## config.mk

```make
export PLATFORM = sky130hd
export DESIGN_NAME = dffrs_init_seq_flat
export DESIGN_NICKNAME = d
export VERILOG_FILES = /design/src/rtl/dffrs_init_seq_if.sv /design/src/rtl/dffrs_init_seq.sv /design/src/flat_wrapper.sv
export SDC_FILE = /design/constraint.sdc
export NUM_CORES = 1
export LEC_CHECK = 0
export CAP_MARGIN = 5
export CORE_ASPECT_RATIO = 2
export CORE_MARGIN = 2
export CORE_UTILIZATION = 40
export CTS_BUF_LIST = sky130_fd_sc_hd__clkbuf_4
export CTS_CLUSTER_DIAMETER = 150
export DETAILED_ROUTE_END_ITERATION = 12
export PLACE_DENSITY = 0.66
export SYNTH_ARGS = -nofsm -noshare
export SYNTH_HDL_FRONTEND = slang
export SYNTH_SLANG_ARGS = --single-unit
```

## constraint.sdc

```tcl
create_clock -name CK -period 2.45 [get_ports CK]
set_input_delay 0.3675 -clock CK [delete_from_list [all_inputs] [get_ports CK]]
set_output_delay 0.3675 -clock CK [all_outputs]
set_load 0.02 [all_outputs]
```

## src/rtl/dffrs_init_seq_if.sv

```systemverilog
// Request/response bundle between bank requesters and the DFFRS init sequencer.
// master = requester side, slave = sequencer side.
interface dffrs_init_seq_if #(
    parameter int NBANK = 4
);
    logic [NBANK-1:0] REQ;
    logic [NBANK-1:0] OP;
    logic [NBANK-1:0] RN_N;
    logic [NBANK-1:0] SN_N;
    logic [NBANK-1:0] CKEN;
    logic [NBANK-1:0] ACK;
    logic             BUSY;

    modport master (
        output REQ, OP,
        input  RN_N, SN_N, CKEN, ACK, BUSY
    );

    modport slave (
        input  REQ, OP,
        output RN_N, SN_N, CKEN, ACK, BUSY
    );
endinterface

```

## src/rtl/dffrs_init_seq.sv

```systemverilog
// Round-robin sequencer issuing one glitch-free RN/SN pulse at a time to flop banks,
// followed by a clock-enable recovery window and a one-cycle ACK.
module dffrs_init_seq #(
    parameter int NBANK = 4,
    parameter int PW    = 2,
    parameter int REC   = 2
) (
    input  logic          CK,
    input  logic          RST,
    dffrs_init_seq_if.slave bus
);
    localparam int MAXC = (PW > REC) ? PW : REC;
    localparam int CW   = (MAXC > 1) ? $clog2(MAXC) : 1;
    localparam int IW   = $clog2(NBANK);
    localparam logic [CW-1:0] PW_LOAD  = CW'(PW - 1);
    localparam logic [CW-1:0] REC_LOAD = CW'(REC - 1);

    typedef enum logic [1:0] {IDLE, PULSE, RECOV, DONE} state_t;

    state_t           state, stateNxt;
    logic [CW-1:0]    cnt, cntNxt;
    logic [IW-1:0]    gnt, gntNxt;
    logic [IW-1:0]    ptr, ptrNxt;
    logic [NBANK-1:0] rnReg, rnNxt;
    logic [NBANK-1:0] snReg, snNxt;
    logic [NBANK-1:0] ckenReg, ckenNxt;
    logic [NBANK-1:0] ackReg, ackNxt;
    logic             busyReg, busyNxt;
    logic             found;
    logic [IW-1:0]    sel;
    logic [IW-1:0]    cand;

    // Every output is a flop so the RN/SN pins never see decode glitches.
    always_ff @(posedge CK or posedge RST) begin
        if (RST) begin
            state   <= IDLE;
            cnt     <= '0;
            gnt     <= '0;
            ptr     <= IW'(NBANK - 1);
            rnReg   <= '1;
            snReg   <= '1;
            ckenReg <= '1;
            ackReg  <= '0;
            busyReg <= 1'b0;
        end else begin
            state   <= stateNxt;
            cnt     <= cntNxt;
            gnt     <= gntNxt;
            ptr     <= ptrNxt;
            rnReg   <= rnNxt;
            snReg   <= snNxt;
            ckenReg <= ckenNxt;
            ackReg  <= ackNxt;
            busyReg <= busyNxt;
        end
    end

    always_comb begin
        stateNxt = state;
        cntNxt   = cnt;
        gntNxt   = gnt;
        ptrNxt   = ptr;
        rnNxt    = rnReg;
        snNxt    = snReg;
        ckenNxt  = ckenReg;
        ackNxt   = ackReg;
        busyNxt  = busyReg;
        found    = 1'b0;
        sel      = '0;
        cand     = '0;

        // Search starts just past the last grant, so the previous winner is checked last.
        for (int i = 1; i <= NBANK; i++) begin
            cand = IW'((int'(ptr) + i) % NBANK);
            if (!found && bus.REQ[cand]) begin
                found = 1'b1;
                sel   = cand;
            end
        end

        case (state)
            IDLE: begin
                if (found) begin
                    gntNxt   = sel;
                    ptrNxt   = sel;
                    cntNxt   = PW_LOAD;
                    stateNxt = PULSE;
                    busyNxt  = 1'b1;
                    ckenNxt[sel] = 1'b0;
                    if (bus.OP[sel]) snNxt[sel] = 1'b0;
                    else             rnNxt[sel] = 1'b0;
                end
            end
            PULSE: begin
                if (cnt == '0) begin
                    rnNxt    = '1;
                    snNxt    = '1;
                    cntNxt   = REC_LOAD;
                    stateNxt = RECOV;
                end else begin
                    cntNxt = cnt - CW'(1);
                end
            end
            RECOV: begin
                if (cnt == '0) begin
                    ckenNxt[gnt] = 1'b1;
                    ackNxt[gnt]  = 1'b1;
                    stateNxt     = DONE;
                end else begin
                    cntNxt = cnt - CW'(1);
                end
            end
            DONE: begin
                ackNxt   = '0;
                busyNxt  = 1'b0;
                stateNxt = IDLE;
            end
            default: stateNxt = IDLE;
        endcase
    end

    assign bus.RN_N = rnReg;
    assign bus.SN_N = snReg;
    assign bus.CKEN = ckenReg;
    assign bus.ACK  = ackReg;
    assign bus.BUSY = busyReg;
endmodule

```

## src/flat_wrapper.sv

```systemverilog
// flat-port wrapper written by rule: the top's interface ports become plain ports
module dffrs_init_seq_flat 
#(
    parameter int NBANK = 4,
    parameter int PW    = 2,
    parameter int REC   = 2
)
  (CK, RST, bus_REQ, bus_OP, bus_RN_N, bus_SN_N, bus_CKEN, bus_ACK, bus_BUSY);
  dffrs_init_seq_if #(.NBANK(NBANK)) bus_i ();
  input  logic CK;
  input  logic RST;
  input wire logic [$bits(bus_i.REQ)-1:0] bus_REQ;
  input wire logic [$bits(bus_i.OP)-1:0] bus_OP;
  output wire logic [$bits(bus_i.RN_N)-1:0] bus_RN_N;
  output wire logic [$bits(bus_i.SN_N)-1:0] bus_SN_N;
  output wire logic [$bits(bus_i.CKEN)-1:0] bus_CKEN;
  output wire logic [$bits(bus_i.ACK)-1:0] bus_ACK;
  output wire logic [$bits(bus_i.BUSY)-1:0] bus_BUSY;
  assign bus_i.REQ = bus_REQ;
  assign bus_i.OP = bus_OP;
  assign bus_RN_N = bus_i.RN_N;
  assign bus_SN_N = bus_i.SN_N;
  assign bus_CKEN = bus_i.CKEN;
  assign bus_ACK = bus_i.ACK;
  assign bus_BUSY = bus_i.BUSY;
  dffrs_init_seq #(.NBANK(NBANK), .PW(PW), .REC(REC)) u_core (.CK(CK), .RST(RST), .bus(bus_i));
endmodule
```

==> results by group <==
Placement
  • Port buffer count: 26
  • Detailed placement HPWL: 2620 um
  • Final weighted congestion in routability-driven placement: 0.862
  • Pre-CTS WS: 22.2 ps

Logic synthesis
  • Top cells by count, synth: nand2_1, nor2_1, dfstp_2
  • Dominant cells by area after synthesis: dfstp_2, dfrtp_1, nand2_1
  • Library cell with the largest summed area after synthesis: dfstp_2
  • Number of library cell types mapped by synthesis: 43
  • Async SR Flop Fraction: 100%
  • Number of enable-type register cells in the synthesized netlist: 0
  • Number of storage elements in the synthesis netlist: 24
  • Post-Syn Area per Cell: 9.44 um^2
  • Gate count of the mapped netlist: 148
  • Syn. warnings: 0
  • Fraction of the yosys area taken by sequential cells: 44.2%
  • Post-synth design cell area: 1400 um^2
  • Commonest register cell after synthesis: dfstp_2
  • Portion of synthesized cell area occupied by the leading cell type: 26.3%
  • Net Count, Synth: 162

Cells and area
  • # nets final: 194
  • Layout cell share with drive strength beyond 1: 15.1%
  • Number of fillers in the final layout: 324
  • Number of antenna diodes: 0
  • Area added between synthesis and finish: 24.1%

Timing
  • Tmin final: 2210 ps
  • Timing-limited maximum frequency: 453 MHz
  • Final setup slack of the worst path: 245 ps
  • Worst slew slack as a fraction of its limit: 64.8%
  • Final setup violating endpoints: 0
  • Final Slew Violations: 0
  • Portion of the clock cycle consumed by the worst path in the final layout: 90.0%
  • Worst setup skew after layout: 11.8 ps
  • RSZ-0062 raised after global routing: false
  • Final total negative setup slack: 0 ps
  • Least-Margin Pin Slew: 527 ps
  • Final hold violations: 0

Detailed routing
  • Final WL: 3290 um
  • Post-route ant nets: 0
  • Detail-routed net length per standard cell: 15.6 um
  • DRC violation count after routing: 0
  • Average via count per standard cell: 6.07
  • Detailed-routing iteration count for the pre-antenna-repair pass: 4
  • Total number of vias: 1280
  • Number of DRC markers after the initial detailed-route iteration: 59

Floorplan
  • Vertical die dimension: 87.6 um
  • Count of boundary I/O pins: 27
  • Die Outline Area: 4010 um^2
  • Die width: 45.8 um
  • Site Rows: 30
  • Core Region: 3380 um^2
  • Initial Utilization: 41.4%

Clock tree
  • Total number of clock tree sinks: 24
  • Cts repair resizes: 0
  • Skew-Pair Late Insertion Delay: 340 ps
  • Clk slew on worst S/H paths: 140 ps
  • Number of buffers added for setup after CTS: 0
  • Cell chosen for the clock root: clkbuf_4
  • Clk buf depth: 2
  • H-tree depth: 1
  • TritonCTS buffer count: 3
  • Hold-fix buffer count after cts: 0
  • TritonCTS clock tree: yes

Global route
  • Total Routing Usage GR: 18.9%
  • Met1 track utilization from global routing: 21.8%
  • Initial antenna violation count: 0
  • Congestion Overflow GR: 0
  • Largest net degree at the start of global routing: 25
  • Met3 Resource Use GR: 2.68%
  • Vias in the first global route: 1275
  • Global-route wire length before repair: 5600 um
  • Layer carrying the most global-route usage: met2
  • Met2 demand-to-capacity share in global routing: 31.2%

Critical path
  • WP data required: 2730 ps
  • CP endpoint kind: flop
  • Worst Path Max Fanout: 11
  • Arrival time at the worst endpoint: 2480 ps
  • Startpoint types: flop
  • Classification of the worst setup path: flop to flop

Outcome
  • Result of the run: complete, no violations

Run
  • Count of max-cap constraint violations: 0

Pwr
  • Worst vdd ir: 0.000559 V
  • Power density of the placed cells: 1400 nW/um^2
  • Static Leak: 0.000729 uW

Hold path
  • Hold Crit Class: input port to async pin
layer usage:
| metal | routed length (um) | part of all wire, % |
|---|---|---|
| met4 | 112 | 3.4 |
| met3 | 138 | 4.2 |
| met2 | 1770 | 54 |
| met1 | 1270 | 39 |
| met5 | 0 | 0 |
cell families (layout without fill, tap and decap cells):
logic type,after synthesis,after routing,share of synthesized area [%]
flops,24,24,44.2
compound gates,54,54,29.7
fa+ha+maj,4,4,3.58
simple gates,52,52,18.1
buf+inv,14,45,4.39
worst paths after layout:
path,start,end,slack [ps],cells past startpoint
setup / recovery,u_core.state[0],u_core.bus.SN_N[3],240,8
hold / removal,RST,u_core.bus.ACK[2],350,3
setup reg to reg,u_core.state[0],u_core.bus.SN_N[3],240,8
hold reg to reg,u_core.bus.RN_N[0],u_core.bus.RN_N[0],500,1
max in group asynchronous,RST,u_core.bus.SN_N[3],1810,3
min in group CK,u_core.bus.RN_N[0],u_core.bus.RN_N[0],500,1
power by group:
group	leakage [uW]	internal (uW)	switching, uW
clock network	0.0000154	60.1	128
logic	0.000442	611	805
registers	0.000271	667	156
total	0.000729	1340	1090
state kept, by name (all words and copies together), names as in the netlist:
name	cells
u_core.bus.SN_N	4
u_core.state	2
u_core.cnt	1
u_core.bus.CKEN	4
u_core.bus.RN_N	4
u_core.bus.BUSY	1
u_core.gnt	2
u_core.ptr	2
u_core.bus.ACK	4
stage by stage:
stage	utilization (%)	area, um^2	total power [uW]	cells	hold WS (ps)
4_1_cts	51.3	1730	2420	211	370
6_report	51.3	1730	2430	211	351
2_1_floorplan	-	1400	1750	148	372
5_1_grt	51.3	1730	2600	211	365
3_3_place_gp	50.6	1710	2190	207	463
3_5_place_dp	50.6	1710	2240	207	477
cells in the final DEF (no fill, tap or decap), types with 4 or more instances in the layout:
master / synthesis / routed
a21o_1: 4 / 4
a21oi_1: 10 / 10
a22o_1: 5 / 5
a31oi_1: 6 / 6
buf_4: 0 / 4
clkdlybuf4s50_1: 0 / 26
dfrtp_1: 10 / 10
dfstp_2: 14 / 14
ha_1: 4 / 4
inv_1: 11 / 11
nand2_1: 15 / 15
nand2b_1: 4 / 4
nand3_1: 4 / 4
nor2_1: 15 / 15
o21ai_0: 8 / 8
o2bb2ai_1: 4 / 4
final cells by class:
type | instances | area, um^2 | area share, %
multi-input cells | 110 | 718 | 41.4
flip-flops and latches | 24 | 618 | 35.6
repair buffers | 30 | 290 | 16.7
inverters | 11 | 41.3 | 2.38
well taps | 32 | 40.0 | 2.31
clock buffers | 3 | 22.5 | 1.30
clock inverters | 1 | 3.75 | 0.216
worst max-delay path: stages (launching register included):
cell	delay [ps]
dfrtp_1	440
inv_1	100
ha_1	410
inv_1	110
o21ai_0	220
and2_1	290
nand2_1	170
or3_1	330
nand3_1	90
No activity file was read; power rests on OpenSTA's default activity.
